[config.mk]
export PLATFORM = sky130hd
export DESIGN_NAME = if_fetch_unit
export DESIGN_NICKNAME = d
export VERILOG_FILES = /design/src/rtl/if_pkg.sv /design/src/rtl/if_fetch_perf.sv /design/src/rtl/if_fetch_unit.sv
export SDC_FILE = /design/constraint.sdc
export NUM_CORES = 1
export LEC_CHECK = 0
export ABC_CLOCK_PERIOD_IN_PS = 2340
export BUFFER_PORTS_ARGS = -buffer_cell sky130_fd_sc_hd__buf_2
export CORE_ASPECT_RATIO = 1.5
export CORE_MARGIN = 2
export CORE_UTILIZATION = 50
export DETAILED_ROUTE_END_ITERATION = 10
export PLACE_DENSITY = 0.86
export SYNTH_ARGS = -nofsm -noshare
export SYNTH_HDL_FRONTEND = slang
export SYNTH_SLANG_ARGS = --single-unit
[constraint.sdc]
create_clock -name clk -period 2.34 [get_ports clk]
set_input_delay 0 -clock clk [delete_from_list [all_inputs] [get_ports clk]]
set_output_delay 0 -clock clk [all_outputs]
set_load 0.05 [all_outputs]
[src/rtl/if_pkg.sv]
// rtl/if_pkg.sv - shared types and defaults for the instruction-fetch stage
package if_pkg;

  localparam int              IF_ADDR_W    = 16;
  localparam int              IF_INSTR_W   = 16;
  localparam logic [15:0]     IF_RESET_PC  = 16'h0000;
  localparam logic [15:0]     IF_NOP_INSTR = 16'h0000;

  typedef enum logic [1:0] {
    RUN     = 2'd0,
    REQ     = 2'd1,
    DELIVER = 2'd2
  } fetch_state_t;

endpackage

[src/rtl/if_fetch_perf.sv]
// rtl/if_fetch_perf.sv - saturating hit/miss counters for the fetch stage
module if_fetch_perf (
  input  logic        clk,
  input  logic        rst_n,
  input  logic        hit_inc,
  input  logic        miss_inc,
  output logic [15:0] hit_cnt,
  output logic [15:0] miss_cnt
);

  logic [15:0] r_hit_cnt;
  logic [15:0] r_miss_cnt;

  always_ff @(posedge clk or negedge rst_n) begin
    if (!rst_n) begin
      r_hit_cnt  <= '0;
      r_miss_cnt <= '0;
    end else begin
      if (hit_inc && (r_hit_cnt != 16'hFFFF))
        r_hit_cnt <= r_hit_cnt + 16'd1;
      if (miss_inc && (r_miss_cnt != 16'hFFFF))
        r_miss_cnt <= r_miss_cnt + 16'd1;
    end
  end

  assign hit_cnt  = r_hit_cnt;
  assign miss_cnt = r_miss_cnt;

endmodule

[src/rtl/if_fetch_unit.sv]
// rtl/if_fetch_unit.sv - IF stage: PC, I-cache lookup, miss refill FSM
// Optional IF_FETCH_PERF_EN adds hit_cnt/miss_cnt outputs.
module if_fetch_unit
  import if_pkg::*;
#(
  parameter int                   ADDR_W    = IF_ADDR_W,
  parameter int                   INSTR_W   = IF_INSTR_W,
  parameter logic [ADDR_W-1:0]    RESET_PC  = ADDR_W'(IF_RESET_PC),
  parameter logic [INSTR_W-1:0]   NOP_INSTR = INSTR_W'(IF_NOP_INSTR)
) (
  input  logic               clk,
  input  logic               rst_n,
  input  logic               stall,
  input  logic               redirect_valid,
  input  logic [ADDR_W-1:0]  redirect_addr,
  output logic [ADDR_W-1:0]  cache_addr,
  input  logic               cache_hit,
  input  logic [INSTR_W-1:0] cache_instr,
  output logic               mem_req,
  output logic [ADDR_W-1:0]  mem_addr,
  input  logic               mem_ack,
  input  logic [INSTR_W-1:0] mem_data,
  output logic               fill_valid,
  output logic [ADDR_W-1:0]  fill_addr,
  output logic [INSTR_W-1:0] fill_data,
  output logic [ADDR_W-1:0]  addr_out,
  output logic [INSTR_W-1:0] instr_out,
  output logic               hit_fetch_out
`ifdef IF_FETCH_PERF_EN
  ,
  output logic [15:0]        hit_cnt,
  output logic [15:0]        miss_cnt
`endif
);

  fetch_state_t       r_state;
  logic [ADDR_W-1:0]  r_pc;
  logic               r_redir_pend;
  logic [INSTR_W-1:0] r_buf;
  logic               r_mem_req;
  logic [ADDR_W-1:0]  r_mem_addr;
  logic               r_fill_valid;
  logic [ADDR_W-1:0]  r_fill_addr;
  logic [INSTR_W-1:0] r_fill_data;
  logic [ADDR_W-1:0]  r_addr_out;
  logic [INSTR_W-1:0] r_instr_out;
  logic               r_hit_fetch;

  always_ff @(posedge clk or negedge rst_n) begin
    if (!rst_n) begin
      r_state      <= RUN;
      r_pc         <= RESET_PC;
      r_redir_pend <= 1'b0;
      r_buf        <= '0;
      r_mem_req    <= 1'b0;
      r_mem_addr   <= '0;
      r_fill_valid <= 1'b0;
      r_fill_addr  <= '0;
      r_fill_data  <= '0;
      r_addr_out   <= RESET_PC;
      r_instr_out  <= NOP_INSTR;
      r_hit_fetch  <= 1'b0;
    end else begin
      r_fill_valid <= 1'b0;
      case (r_state)
        RUN: begin
          if (redirect_valid) begin
            r_pc        <= redirect_addr;
            r_addr_out  <= redirect_addr;
            r_instr_out <= NOP_INSTR;
            r_hit_fetch <= 1'b0;
          end else if (!stall) begin
            if (cache_hit) begin
              r_addr_out  <= r_pc;
              r_instr_out <= cache_instr;
              r_hit_fetch <= 1'b1;
              r_pc        <= r_pc + ADDR_W'(1);
            end else begin
              r_mem_req   <= 1'b1;
              r_mem_addr  <= r_pc;
              r_addr_out  <= r_pc;
              r_instr_out <= NOP_INSTR;
              r_hit_fetch <= 1'b0;
              r_state     <= REQ;
            end
          end
        end
        REQ: begin
          // The handshake always completes; a redirect only retargets the PC
          // and marks the returning word as not-to-be-delivered.
          if (redirect_valid) begin
            r_redir_pend <= 1'b1;
            r_pc         <= redirect_addr;
          end
          if (mem_ack) begin
            r_mem_req    <= 1'b0;
            r_fill_valid <= 1'b1;
            r_fill_addr  <= r_mem_addr;
            r_fill_data  <= mem_data;
            r_buf        <= mem_data;
            if (r_redir_pend || redirect_valid) begin
              r_redir_pend <= 1'b0;
              r_state      <= RUN;
            end else begin
              r_state <= DELIVER;
            end
          end
        end
        DELIVER: begin
          if (redirect_valid) begin
            r_pc        <= redirect_addr;
            r_addr_out  <= redirect_addr;
            r_instr_out <= NOP_INSTR;
            r_hit_fetch <= 1'b0;
            r_state     <= RUN;
          end else if (!stall) begin
            r_addr_out  <= r_pc;
            r_instr_out <= r_buf;
            r_hit_fetch <= 1'b0;
            r_pc        <= r_pc + ADDR_W'(1);
            r_state     <= RUN;
          end
        end
        default: r_state <= RUN;
      endcase
    end
  end

  assign cache_addr    = r_pc;
  assign mem_req       = r_mem_req;
  assign mem_addr      = r_mem_addr;
  assign fill_valid    = r_fill_valid;
  assign fill_addr     = r_fill_addr;
  assign fill_data     = r_fill_data;
  assign addr_out      = r_addr_out;
  assign instr_out     = r_instr_out;
  assign hit_fetch_out = r_hit_fetch;

`ifdef IF_FETCH_PERF_EN
  logic w_fetch_go;
  assign w_fetch_go = (r_state == RUN) && !redirect_valid && !stall;

  if_fetch_perf u_perf (
    .clk      (clk),
    .rst_n    (rst_n),
    .hit_inc  (w_fetch_go && cache_hit),
    .miss_inc (w_fetch_go && !cache_hit),
    .hit_cnt  (hit_cnt),
    .miss_cnt (miss_cnt)
  );
`endif

endmodule

# After elaboration in Yosys (flattened, before gate mapping)
# Index checks and enable logic that the tools add are counted.
# op_classes
addsub	1
eq_ne	11
mux	39
bitwise	3
reduce_logical	13
# op_table
operator	count
two-way mux 16 bit	13
case mux 16 bit (3 select lines)	1
case mux 16 bit (2 select lines)	1
adder 16 x 1 -> 16 bit (second input constant)	1
AND reduction 5 bit	3
two-way mux 1 bit	14
two-way mux 2 bit	7
inequality test 2 bit (second input constant)	5
inequality test 3 bit (second input constant)	3
case mux 2 bit (3 select lines)	1
case mux 1 bit (2 select lines)	2
AND reduction 2 bit	2
AND reduction 4 bit	1
nonzero test 2 bit	2
inverter 1 bit	3
AND reduction 3 bit	1
nonzero test 3 bit	1
equality test 2 x 1 -> 1 bit (second input constant)	1
equality test 2 bit (second input constant)	1
logical NOT 2 bit	1
inequality test 2 x 1 -> 1 bit (second input constant)	1
OR reduction 2 bit	1
logical OR 1 bit	1
# totals
ff_bits	102
input_bits	54
output_inout_bits	99
elab_cells	78

# Longest topological paths before layout
# logic_depth
ltp_word	5
ltp_mapped	7
ltp_nobuf	5

# Worst setup path before layout
# No wires, ideal clock.
# synth_path
path_kind	register -> register
from	reg r_pc[3] (netlist: cache_addr[3])
to	reg r_pc[11] (netlist: cache_addr[11])
setup_time_ns	0.094
arrival_ns	1.741
required_ns	2.246
slack_ns	0.505
stages_incl_launch_ff	7
path_buffers	2
synth_period_minus_slack_ns	1.835
path_cell_list	dfrtp_1 > buf_2 > and4_1 > clkbuf_2 > and4_1 > o21ai_0 > a211oi_1
# synth_between
elab_chain_cells	5
word_cells_on_any_way	7
classes_between	1 x add/sub; 6 x mux
# synth_rtl
element	line_no	source
start, declared	if_fetch_unit.sv:37	logic [ADDR_W-1:0] r_pc;
start signal, assigned	if_fetch_unit.sv:68	r_pc <= redirect_addr;
start signal, assigned	if_fetch_unit.sv:77	r_pc <= r_pc + ADDR_W'(1);
start signal, assigned	if_fetch_unit.sv:93	r_pc <= redirect_addr;
adder 16 x 1 -> 16 bit *	if_fetch_unit.sv:77, if_fetch_unit.sv:120	
two-way mux 16 bit	if_fetch_unit.sv:73	if (cache_hit) begin
two-way mux 16 bit	if_fetch_unit.sv:72	end else if (!stall) begin
two-way mux 16 bit	if_fetch_unit.sv:67	if (redirect_valid) begin
case mux 16 bit (3 select lines) *	if_fetch_unit.sv:65	case (r_state)
# Mark *: on every way between the ends. The rest lies on a longest branch, timed or not. The select of a mux whose other input is x is not followed.
# A chain may end at the register's enable or synchronous reset.

# Final worst setup path
# layout_path
from	reg r_state[1]
to	reg r_pc[13] (netlist: cache_addr[13])
# layout_between
elab_chain_cells	3
word_cells_on_any_way	10
classes_between	6 x eq/ne; 1 x mux; 3 x reduce/logical
# layout_rtl
element	line_no	source
start, declared	if_fetch_unit.sv:36	fetch_state_t r_state;
start signal, assigned	if_fetch_unit.sv:51	r_state <= RUN;
start signal, assigned	if_fetch_unit.sv:84	r_state <= REQ;
start signal, assigned	if_fetch_unit.sv:103	r_state <= RUN;
equality test 2 bit, or another cell as far along	if_fetch_unit.sv:65	
inequality test 3 bit (no line), or another cell as far along	n/a	
AND reduction 5 bit (no line)	n/a	
# Several ways; a longest one is shown, not always the timed one.

==> flow_summary.yaml <==
drt:
  drt-wirelength-per-cell_um: 18.02
  final_antenna_net_count: 0
  wirelength_um: 13080
  drt-vias-per-instance: 5.694
  drt-initial-drc-count: 344
  vias: 4134
  first_pass_iters: 5
  drc: 0
synthesis:
  synth_cells: 420
  synth_edf_count: 0
  synth.distinct_cells: 50
  syn_area_um2: 4695
  yosys_warnings: 0
  syn_nets: 475
  synth_seq_cells: 102
  synthArstFlopShare_pct: 100.0
  yosysSeqAreaShare_pct: 54.37
  syn_area_per_cell_um2: 11.18
  ys.flop_type: "dfrtp_1"
setup_path:
  crit_path_top_delay_cell: "dfrtp_1"
  path_class: "register to register"
  cp-end-kind: "register"
  slowest_delay_ns: 0.57
  path_delay_family: "simple AND/OR/NAND/NOR gates"
  cp-start-kind: "register"
  path_cells: "nand2b_1, nand2_1, a221oi_1, nor3_1"
  worstPathArrival_ns: 2.08
  r2r_start: "r_state[1]"
  crit_buf_inv: 0
  startpoint: "r_state[1]"
  crit_path_max_fanout: 11
  cp.required_ns: 2.56
finish:
  postLayoutCoreUtil_pct: 68.09
  drive_gt1_share_pct: 38.44
  fin_nets: 664
  area_growth_pct: 33.45
  fillerInstances: 683
  final_cells: 726
  diodes: 0
  seq_area_um2: 2552
  multi_input_area_um2: 1981
sta:
  hold_viol: 0
  setup_viol: 0
  finalClockSkew_ns: 0.004595
  period_share_pct: 79.60
  max-slew-margin-rel_pct: 35.26
  min_period_ns: 1.863
  fmax_ghz: 0.5369
  rsz0062_at_grt: "no"
  slew_violations: 0
  hold_slack_ns: 0.01092
  setup-tns-final_ns: 0
  worst_pin_slew_ns: 0.9711
global_route:
  overflow: 0
  grt_first_pass_wirelength_um: 20530
  antenna_found_initial: 0
  grt_usage_pct: 25.61
  grt_max_degree: 78
  grt_pass1_vias: 4083
die:
  initial_utilization_pct: 51.03
  coreArea_um2: 9200
  dieArea_um2: 10200
  die_w_um: 83.12
  die_h_um: 122.7
  row_count: 43
  io_pins: 153
outcome:
  status: "completed"
placement:
  portBuffers: 152
  dp_hpwl_um: 8690
  gp_congestion: 0.8747
  dpl.cell_count: 670
power_and_ir_drop:
  power_density_nw_per_um2: 1266
  leakage_uw: 0.003054
  ir_drop_uv: 834.2
  p_total_uw: 7932
clock_tree:
  cts.path.max_buffers: 2
  htree_levels: 3
  clock_latency_ns: 0.34
  clk_pin_slew_ns: 0.07
  post_cts_buffers: 0
  cts_tree: "built"
  cts-root-buf: "clkbuf_16"
  numCtsBuffers: 9
  clock_sinks: 102
hold_path:
  hold_path_class: "primary input to register"
  hp-start: "redirect_addr[2]"
job:
  cap_violations: 0
routing by layer:
| layer | GRT usage, % | routed length (um) | vias to the layer above |
|---|---|---|---|
| met5 | 0 | 0 | - |
| met2 | 45.11 | 7057 | 179 |
| met3 | 5.044 | 662 | 29 |
| met4 | 12.40 | 405 | 0 |
| met1 | 29.98 | 4954 | 2029 |
| li1 | - | - | 1897 |
report_power, final:
part | internal, uW | total (uW) | switching [uW] | leakage (uW)
clock | 865 | 1510 | 642 | 0.000149
sequential | 2310 | 2790 | 478 | 0.00124
combinational | 987 | 3640 | 2650 | 0.00167
registers in the layout, summed over array words and instances, names as in the netlist:
register       count
addr_out          16
cache_addr        16
fill_addr         16
fill_data         16
instr_out         16
mem_addr          16
r_state            2
fill_valid         1
hit_fetch_out      1
mem_req            1
r_redir_pend       1
synth_stat cells (2+ instances only):
cell type / number / area, um2
nor4_1: 3 / 18.77
nand4_1: 5 / 31.28
or3_1: 5 / 31.28
and4_1: 3 / 26.28
o21ai_0: 24 / 120.1
mux2_2: 40 / 450.4
o22ai_1: 4 / 25.02
nor3_1: 2 / 10.01
nor2b_1: 4 / 25.02
nand3_1: 6 / 30.03
o221ai_1: 2 / 17.52
a22oi_1: 16 / 120.1
inv_1: 5 / 18.77
buf_4: 2 / 15.01
a21o_1: 5 / 37.54
a211oi_1: 2 / 15.01
a31oi_1: 5 / 31.28
nand2_1: 69 / 259.0
and3_1: 3 / 18.77
o22a_1: 4 / 35.03
a21oi_1: 24 / 120.1
dfrtp_1: 102 / 2552
buf_2: 8 / 40.04
mux2i_1: 16 / 160.2
mux2_4: 8 / 120.1
and2_1: 2 / 12.51
a2bb2oi_1: 6 / 52.55
nor2_1: 9 / 33.78
a41oi_1: 2 / 17.52
clkbuf_1: 14 / 52.55
cells in the final DEF (no fill, tap or decap), types with 3 or more instances in the layout:
cell type      instances
buf_2                151
dfrtp_1              102
nand2_1               69
mux2_2                40
dlygate4sd3_1         40
o21ai_0               24
a21oi_1               24
mux2i_1               16
a22oi_1               16
buf_4                 14
nor2_1                 9
clkbuf_16              9
mux2_4                 8
nand3_1                6
a2bb2oi_1              6
inv_1                  5
a21o_1                 5
a31oi_1                5
nand4_1                5
or3_1                  5
nor2b_1                4
o22a_1                 4
o22ai_1                4
and4_1                 3
and3_1                 3
nor4_1                 3
area by class of cell:
| type | instances | share of cell area (%) |
|---|---|---|
| clock buffers | 10 | 3.815 |
| clock inverters | 6 | 1.098 |
| multi-input cells | 285 | 31.62 |
| flip-flops and latches | 102 | 40.74 |
| well taps | 112 | 2.237 |
| inverters | 6 | 0.3595 |
| repair buffers | 205 | 20.13 |
worst register-to-register path, delay by kind of cell, from the launching register on:
family | cells | cell delay, ns
and+or+nand+nor | 3 | 0.82
DFF | 1 | 0.57
AOI/OAI and AO/OA | 1 | 0.35
stage by stage:
stage	worst slack [ns]	area, um2
6_report	0.4774	6265
3_3_place_gp	0.5761	5557
2_1_floorplan	0.5053	4695
4_1_cts	0.4979	6265
3_5_place_dp	0.5147	5557
5_1_grt	0.3803	6265
path summary, 6_finish.rpt:
kind                                        to  slack [ns]  depth (start not counted)
worst min register to register    instr_out[0]        0.46                          2
max in group asynchronous         fill_data[4]        1.20                          3
worst max-delay path            cache_addr[13]        0.48                          4
worst min-delay path               addr_out[2]        0.01                          3
worst max register to register  cache_addr[13]        0.48                          4
min in group asynchronous         fill_addr[7]        0.36                          2
repair_timing:
action	CTS	global route
hold endpoints to repair	116	0
hold buffers	40	0
endpoints found under the setup margin	0	0
resized for setup	0	0
kinds of logic (layout without fill, tap and decap cells):
kind of cell,Yosys count,count (layout),share of synthesized area (%)
adder cells (fa/ha/maj),1,1,0.2665
buffers and inverters,33,227,3.438
flip-flops,102,102,54.37
AND/OR/NAND/NOR,118,118,12.21
AO/OA/AOI/OAI,102,102,14.15
multiplexers,64,64,15.57
Power figures use the tool's default switching activity.
